**src/rtl/rocketcpu_wb_interconnect.sv**
```systemverilog
// rocketcpu_wb_interconnect
//
// Wishbone interconnect with one master and NSLAVES slaves. The master's
// merged bus is decoded against per-slave BASE/MASK pairs. The lowest
// matching slave index wins and is registered as the bus enters ACTIVE.
// The block also provides:
//   - per-slave auto-ack for slaves that have no ack output
//   - a watchdog that ends a stalled ACTIVE transfer with an error ack
//   - error responses for unmapped addresses
//   - a sticky fault register that captures the cause and address of the
//     first fault
//
// Ports:
//   i_wb_clk, reset           clock; synchronous active-high reset
//   i_wb_adr/dat/sel/we/cyc   master request
//   o_wb_rdt/ack/err          master response; err is only asserted with ack
//   o_s_adr/dat/sel/we        broadcast to all slaves, combinational pass-through
//   o_s_cyc                   one-hot cycle strobe to the selected slave
//   i_s_rdt, i_s_ack          flattened slave read data (32 bits per slave)
//                             and per-slave acks
//   o_fault_valid/cause/adr   sticky fault record; cause 01 unmapped,
//                             10 timeout
//   i_fault_clr               clears the fault record
module rocketcpu_wb_interconnect #(
    parameter int                    NSLAVES  = 8,
    parameter logic [NSLAVES*32-1:0] BASE     = {NSLAVES{32'h0}},
    parameter logic [NSLAVES*32-1:0] MASK     = {NSLAVES{32'hFFFF_FFFF}},
    parameter logic [NSLAVES-1:0]    AUTOACK  = {NSLAVES{1'b0}},
    parameter int                    TIMEOUT  = 255,
    parameter logic [31:0]           ERR_DATA = 32'hDEAD_BEEF
) (
    input  logic                    i_wb_clk,
    input  logic                    reset,
    input  logic [31:0]             i_wb_adr,
    input  logic [31:0]             i_wb_dat,
    input  logic [3:0]              i_wb_sel,
    input  logic                    i_wb_we,
    input  logic                    i_wb_cyc,
    output logic [31:0]             o_wb_rdt,
    output logic                    o_wb_ack,
    output logic                    o_wb_err,
    output logic [31:0]             o_s_adr,
    output logic [31:0]             o_s_dat,
    output logic [3:0]              o_s_sel,
    output logic                    o_s_we,
    output logic [NSLAVES-1:0]      o_s_cyc,
    input  logic [NSLAVES*32-1:0]   i_s_rdt,
    input  logic [NSLAVES-1:0]      i_s_ack,
    output logic                    o_fault_valid,
    output logic [1:0]              o_fault_cause,
    output logic [31:0]             o_fault_adr,
    input  logic                    i_fault_clr
);

    localparam int IW = (NSLAVES > 1) ? $clog2(NSLAVES) : 1;
    // A watchdog of 0 is disabled. The counter still needs at least one bit.
    localparam int CW = (TIMEOUT > 0) ? $clog2(TIMEOUT + 1) : 1;
    localparam logic [CW-1:0] TIMEOUT_CNT = CW'(TIMEOUT);

    localparam logic [1:0] CAUSE_UNMAPPED = 2'b01;
    localparam logic [1:0] CAUSE_TIMEOUT  = 2'b10;

    typedef enum logic [1:0] {
        S_IDLE,
        S_ACTIVE,
        S_ERR,
        S_DONE
    } state_t;

    state_t          state_reg, state_next;
    logic [IW-1:0]   idx_reg, idx_next;
    logic [CW-1:0]   cnt_reg, cnt_next;
    logic            fault_valid_reg, fault_valid_next;
    logic [1:0]      fault_cause_reg, fault_cause_next;
    logic [31:0]     fault_adr_reg, fault_adr_next;

    logic [NSLAVES-1:0] match;
    logic [31:0]        s_rdt [NSLAVES];
    logic               hit;
    logic [IW-1:0]      hit_idx;
    logic               slave_ack;
    logic               timeout_hit;
    logic               fault_event;
    logic [1:0]         fault_event_cause;

    // The broadcast buses go straight through. Only cyc is steered.
    assign o_s_adr = i_wb_adr;
    assign o_s_dat = i_wb_dat;
    assign o_s_sel = i_wb_sel;
    assign o_s_we  = i_wb_we;

    // Per-slave address compare and read-data unpacking.
    generate
        for (genvar gi = 0; gi < NSLAVES; gi++) begin : g_slave
            assign match[gi] = ((i_wb_adr & MASK[32*gi +: 32]) ==
                                (BASE[32*gi +: 32] & MASK[32*gi +: 32]));
            assign s_rdt[gi] = i_s_rdt[32*gi +: 32];
        end
    endgenerate

    // Priority encoder. The loop scans downwards, so the lowest match is
    // assigned last and wins.
    always_comb begin
        hit     = |match;
        hit_idx = '0;
        for (int i = NSLAVES - 1; i >= 0; i--) begin
            if (match[i]) begin
                hit_idx = IW'(i);
            end
        end
    end

    // Auto-ack slaves ack in their first ACTIVE cycle.
    assign slave_ack   = AUTOACK[idx_reg] | i_s_ack[idx_reg];
    assign timeout_hit = (TIMEOUT != 0) && (cnt_reg == TIMEOUT_CNT);

    // Next-state logic and bus outputs.
    always_comb begin
        state_next        = state_reg;
        idx_next          = idx_reg;
        cnt_next          = cnt_reg;
        o_s_cyc           = '0;
        o_wb_ack          = 1'b0;
        o_wb_err          = 1'b0;
        o_wb_rdt          = '0;
        fault_event       = 1'b0;
        fault_event_cause = 2'b00;

        case (state_reg)
            S_IDLE: begin
                cnt_next = '0;
                if (i_wb_cyc) begin
                    if (hit) begin
                        idx_next   = hit_idx;
                        state_next = S_ACTIVE;
                    end else begin
                        state_next = S_ERR;
                    end
                end
            end

            S_ACTIVE: begin
                if (!i_wb_cyc) begin
                    // The master aborted. Drop the transfer without an ack
                    // and without recording a fault.
                    cnt_next   = '0;
                    state_next = S_IDLE;
                end else if (timeout_hit) begin
                    // The slave's cyc is withdrawn in the same cycle as the
                    // error ack, so a late slave ack cannot be confused with
                    // the next transfer.
                    o_wb_ack          = 1'b1;
                    o_wb_err          = 1'b1;
                    o_wb_rdt          = ERR_DATA;
                    fault_event       = 1'b1;
                    fault_event_cause = CAUSE_TIMEOUT;
                    state_next        = S_DONE;
                end else begin
                    o_s_cyc = NSLAVES'(1'b1) << idx_reg;
                    if (slave_ack) begin
                        o_wb_ack   = 1'b1;
                        o_wb_rdt   = s_rdt[idx_reg];
                        state_next = S_DONE;
                    end else begin
                        cnt_next = cnt_reg + 1'b1;
                    end
                end
            end

            S_ERR: begin
                o_wb_ack          = 1'b1;
                o_wb_err          = 1'b1;
                o_wb_rdt          = ERR_DATA;
                fault_event       = 1'b1;
                fault_event_cause = CAUSE_UNMAPPED;
                state_next        = S_DONE;
            end

            S_DONE: begin
                // A dead cycle that gives the master time to drop cyc
                // before the next decode.
                cnt_next   = '0;
                state_next = S_IDLE;
            end

            default: begin
                state_next = S_IDLE;
            end
        endcase
    end

    // Fault record. A clear in the same cycle as a new fault lets the new
    // fault through. Otherwise the first fault is kept until it is cleared.
    always_comb begin
        fault_valid_next = fault_valid_reg;
        fault_cause_next = fault_cause_reg;
        fault_adr_next   = fault_adr_reg;
        if (i_fault_clr) begin
            fault_valid_next = 1'b0;
            fault_cause_next = 2'b00;
            fault_adr_next   = '0;
        end
        if (fault_event && (!fault_valid_reg || i_fault_clr)) begin
            fault_valid_next = 1'b1;
            fault_cause_next = fault_event_cause;
            fault_adr_next   = i_wb_adr;
        end
    end

    always_ff @(posedge i_wb_clk) begin
        if (reset) begin
            state_reg       <= S_IDLE;
            idx_reg         <= '0;
            cnt_reg         <= '0;
            fault_valid_reg <= 1'b0;
            fault_cause_reg <= 2'b00;
            fault_adr_reg   <= '0;
        end else begin
            state_reg       <= state_next;
            idx_reg         <= idx_next;
            cnt_reg         <= cnt_next;
            fault_valid_reg <= fault_valid_next;
            fault_cause_reg <= fault_cause_next;
            fault_adr_reg   <= fault_adr_next;
        end
    end

    assign o_fault_valid = fault_valid_reg;
    assign o_fault_cause = fault_cause_reg;
    assign o_fault_adr   = fault_adr_reg;

endmodule

```
**config.mk**
```make
export PLATFORM = sky130hd
export DESIGN_NAME = rocketcpu_wb_interconnect
export DESIGN_NICKNAME = d
export VERILOG_FILES = /design/src/rtl/rocketcpu_wb_interconnect.sv
export SDC_FILE = /design/constraint.sdc
export NUM_CORES = 1
export LEC_CHECK = 0
export ABC_AREA = 1
export CAP_MARGIN = 10
export CORE_AREA = 2 2 188 190
export CTS_CLUSTER_SIZE = 20
export DETAILED_ROUTE_END_ITERATION = 8
export DIE_AREA = 0 0 190 192
export GPL_TIMING_DRIVEN = 1
export PLACE_DENSITY_LB_ADDON = 0.15
export RECOVER_POWER = 25
export SLEW_MARGIN = 30
export SYNTH_ARGS = -nofsm -noshare
export SYNTH_HDL_FRONTEND = slang
export SYNTH_SLANG_ARGS = --single-unit
export TNS_END_PERCENT = 10
```
**constraint.sdc**
```tcl
create_clock -name i_wb_clk -period 4.7 [get_ports i_wb_clk]
set_input_delay 0.94 -clock i_wb_clk [delete_from_list [all_inputs] [get_ports i_wb_clk]]
set_output_delay 0.94 -clock i_wb_clk [all_outputs]
set_load 0.005 [all_outputs]
```
==> reports/summary.md <==
The net count of the finished layout is 882. In the post-synthesis netlist, the biggest area contributors are dfxtp_1 30%, buf_4 19%, nand2_1 16%. The flow ran to the end, and the final reports show no timing, DRC or antenna violations. The smallest hold slack is 0.4823 ns.

The post-route fraction of the period consumed by the critical path was 88.67%. In this run the vertical extent of the chip is 192 um. The congestion estimate from routability-driven global placement came to 0.6726. The critical path data required time was 3.76 ns. In this run the tightest slew margin relative to its limit is 49.47%. In this run the worst hold path is classified as reg2reg. After clock tree synthesis, the clock-pin slew on the worst setup and hold paths is 0.07 ns. The hold violation total from the final report was 0. The first-iteration detailed-routing DRC count is 86. The routed wire length was 15730 um; the total chip power was 1.627 mW. The routed via count divided by cell count works out to 3.069. Timing would allow up to 240.0 MHz. After detailed routing, the number of remaining DRC violations is 0. For this design the static power due to leakage is 1.855 nW. Setup repair after global routing left no endpoint under its margin. The initialized floorplan defines 68 standard-cell rows. In this run the power density over the cells is 337.2 nW/um^2.

The tools report the count of filler cells inserted in the layout as 3948. The post-route cell area is 4825 sq um. The source of the worst hold timing path is o_fault_adr[17]. The worst setup path is of the in2out kind. Distinct cell type count after synthesis: 28. Met3 global-route usage: 2.832%. Most used routing layer: met2. Buffers placed on the I/O ports in this run total 170. CTS saw 45 sinks.

The logs give 29.99% for the part of the Yosys area used for sequential elements and 0 for the number of inserted diodes. Setup violations remaining at the end of the flow were counted as 0. In the final routed layout, each cell accounts on average for 15.81 um. For the number of antenna-violating nets in the routed design, the log shows 0. After floorplanning, the core was sized to cover 34290 sq um. The area share of the largest cell type after synthesis came out at 29.99%. Time the worst path needs with I/O delays and setup: 4.167 ns. The tools report the initial core utilization as 8.761%. The final route contains 3054 vias. The number of cells produced by synthesis came out at 448. For the setup TNS, the log shows 0 ns. The run gives 0 as the max-slew violation count. For met2 alone, demand over resource in global routing was 16.18%.

The fraction of layout instances using a drive strength above 1 was 6.296%. For this run, global-route usage on met1 was measured as 8.765%. The logs give 2 for the maximum count of clock buffers along a single path and 3004 sq um for the synthesized cell area. The number of gates resized after CTS was 0. The commonest non-fill, non-tap cell in the layout was clkdlybuf4s50_1.

The startpoint of the lowest-slack register-to-register path is cnt_reg[0]. Buffers added to address setup during post-CTS repair amount to 0. Each instance of the synthesized netlist takes up on average 6.706 sq um.

The peak ir drop on the vdd network is 132.3 uV. The sort of element at the start of the critical path is an input pin. The worst reg2reg path endpoint was o_fault_adr[2]. For this design, the CTS-stage hold fixing added 0 buffers. In this run, CTS created clock tree buffers numbering 5.

The tools report the final worst-path setup slack as 0.5326 ns. CTS placed an instance of clkbuf_16 at the clock tree root. The biggest area contributor in the post-synthesis netlist is dfxtp_1. Entering global routing, the biggest net connects 37 pins. Worst setup slack after placement: 0.5579 ns. Max-cap violations in this run came to 0. Across all register-to-register paths, the minimum setup slack is 2.12 ns. Leaving out fill and tap cells, the most frequent cells in the layout are 161 x clkdlybuf4s50_1, 126 x nand2_1, 45 x dfxtp_1.

The first detailed-routing pass ran for 4 iterations. The clock tree synthesis step divided the H-tree into 2 levels. The first-pass GRT wire length is 21960 um. The area of placed instances was 4652 sq um. The synthesized design contains 45 register bits. Data arrives at the worst endpoint at 3.23 ns. Compared with the post-synthesis result, the final layout area differs by 60.60%. The number of flip-flops under the largest register name was 32. The die covers 36480 sq um. The endpoint of the worst hold path was o_fault_adr[17]. Across every metal layer, demand over resource in global routing totals 8.408%. At the pin with the least slew margin, the transition time is 0.7568 ns.

The setup skew after layout was 0.009822 ns; the total global routing overflow was 0. The Yosys step of the flow raised 0 warnings. Clock latency on the worst-skew pair, taken at its later pin, is 0.30 ns. For the via count of the first global-routing pass, the log shows 3085.

483 I/O pins were placed. TritonCTS built the clock tree. The cell depth of the worst hold path is 2, and the largest fanout of any net on the critical path is 17.

The worst reg2reg path depth works out to 9. The die width came out at 190 um. The number of antenna violations at the first check in global routing was 0; the placed wire-length estimate after detailed placement was 12410 um. The nature of the critical path endpoint was an output port.
==> cell families after synthesis <==
| family | after synthesis | share of synthesized area [%] |
|---|---|---|
| DFF | 45 | 29.99 |
| AOI/OAI and AO/OA | 44 | 7.455 |
| buffers and inverters | 128 | 26.66 |
| and+or+nand+nor | 224 | 33.28 |
| other | 1 | 0.1248 |
| adders and majority gates | 6 | 2.499 |
==> power by group <==
group | switching [mW] | internal [mW] | leakage [nW]
Sequential | 0.0282 | 0.428 | 0.364
Combinational | 0.389 | 0.345 | 1.41
Clock | 0.170 | 0.267 | 0.0841
Total | 0.588 | 1.04 | 1.85
==> worst max path at each step <==
stage	from	end	slack, ns
2_1_floorplan	i_wb_cyc	o_wb_ack	2.01
3_3_place_gp	i_wb_cyc	o_wb_rdt[19]	0.55
3_5_place_dp	i_wb_cyc	o_wb_rdt[19]	0.56
4_1_cts	i_wb_cyc	o_wb_rdt[19]	0.54
5_1_grt	i_wb_cyc	o_wb_rdt[19]	0.33
6_report	i_wb_cyc	o_wb_rdt[19]	0.53
==> metal layers <==
metal | share of wire (%) | wire length [um]
met5 | 0 | 0
met3 | 7.5 | 1172
met1 | 37 | 5831
met4 | 1.1 | 168
met2 | 54 | 8556
==> cells in the mapped netlist <==
cell type,count
nand2_2,9
nor3_1,1
nand3b_4,1
nand4_1,33
buf_6,2
o21bai_1,1
buf_2,6
clkinv_2,1
a31oi_1,1
or2_2,1
conb_1,1
dfxtp_1,45
clkbuf_1,9
nand3_1,8
o21ai_0,3
nor2_2,2
inv_1,24
nand3b_1,1
inv_2,6
nor2_1,40
nand2_1,126
buf_8,1
nor2_4,1
ha_1,6
nand2_4,1
buf_1,3
a21oi_1,39
buf_4,76
==> stage by stage <==
step / util (%) / instances
5_1_grt: 14.07 / 995
4_1_cts: 14.07 / 995
6_report: 14.07 / 995
3_3_place_gp: 13.57 / 987
2_1_floorplan: - / 454
3_5_place_dp: 13.57 / 987
==> worst max-delay path, stage by stage <==
cell and delay [ns]:
dlygate4sd3_1 0.66, nand2_2 0.11, clkinv_2 0.10, nand2_1 0.09, nor2_2 0.24, buf_4 0.28, nand2_1 0.09, nand2_1 0.08
clkdlybuf4s50_1 0.62
==> layout make-up <==
type / instances / area, sq um / share of cell area, %
Timing Repair Buffer: 175 / 1739 / 36.05
Multi-Input combinational cell: 281 / 1325 / 27.46
Sequential cell: 45 / 900.9 / 18.67
Tap cell: 455 / 569.3 / 11.80
Clock buffer: 7 / 142.6 / 2.956
Inverter: 31 / 117.6 / 2.438
Clock inverter: 1 / 30.03 / 0.6224
No activity file was read; power rests on OpenSTA's default activity.
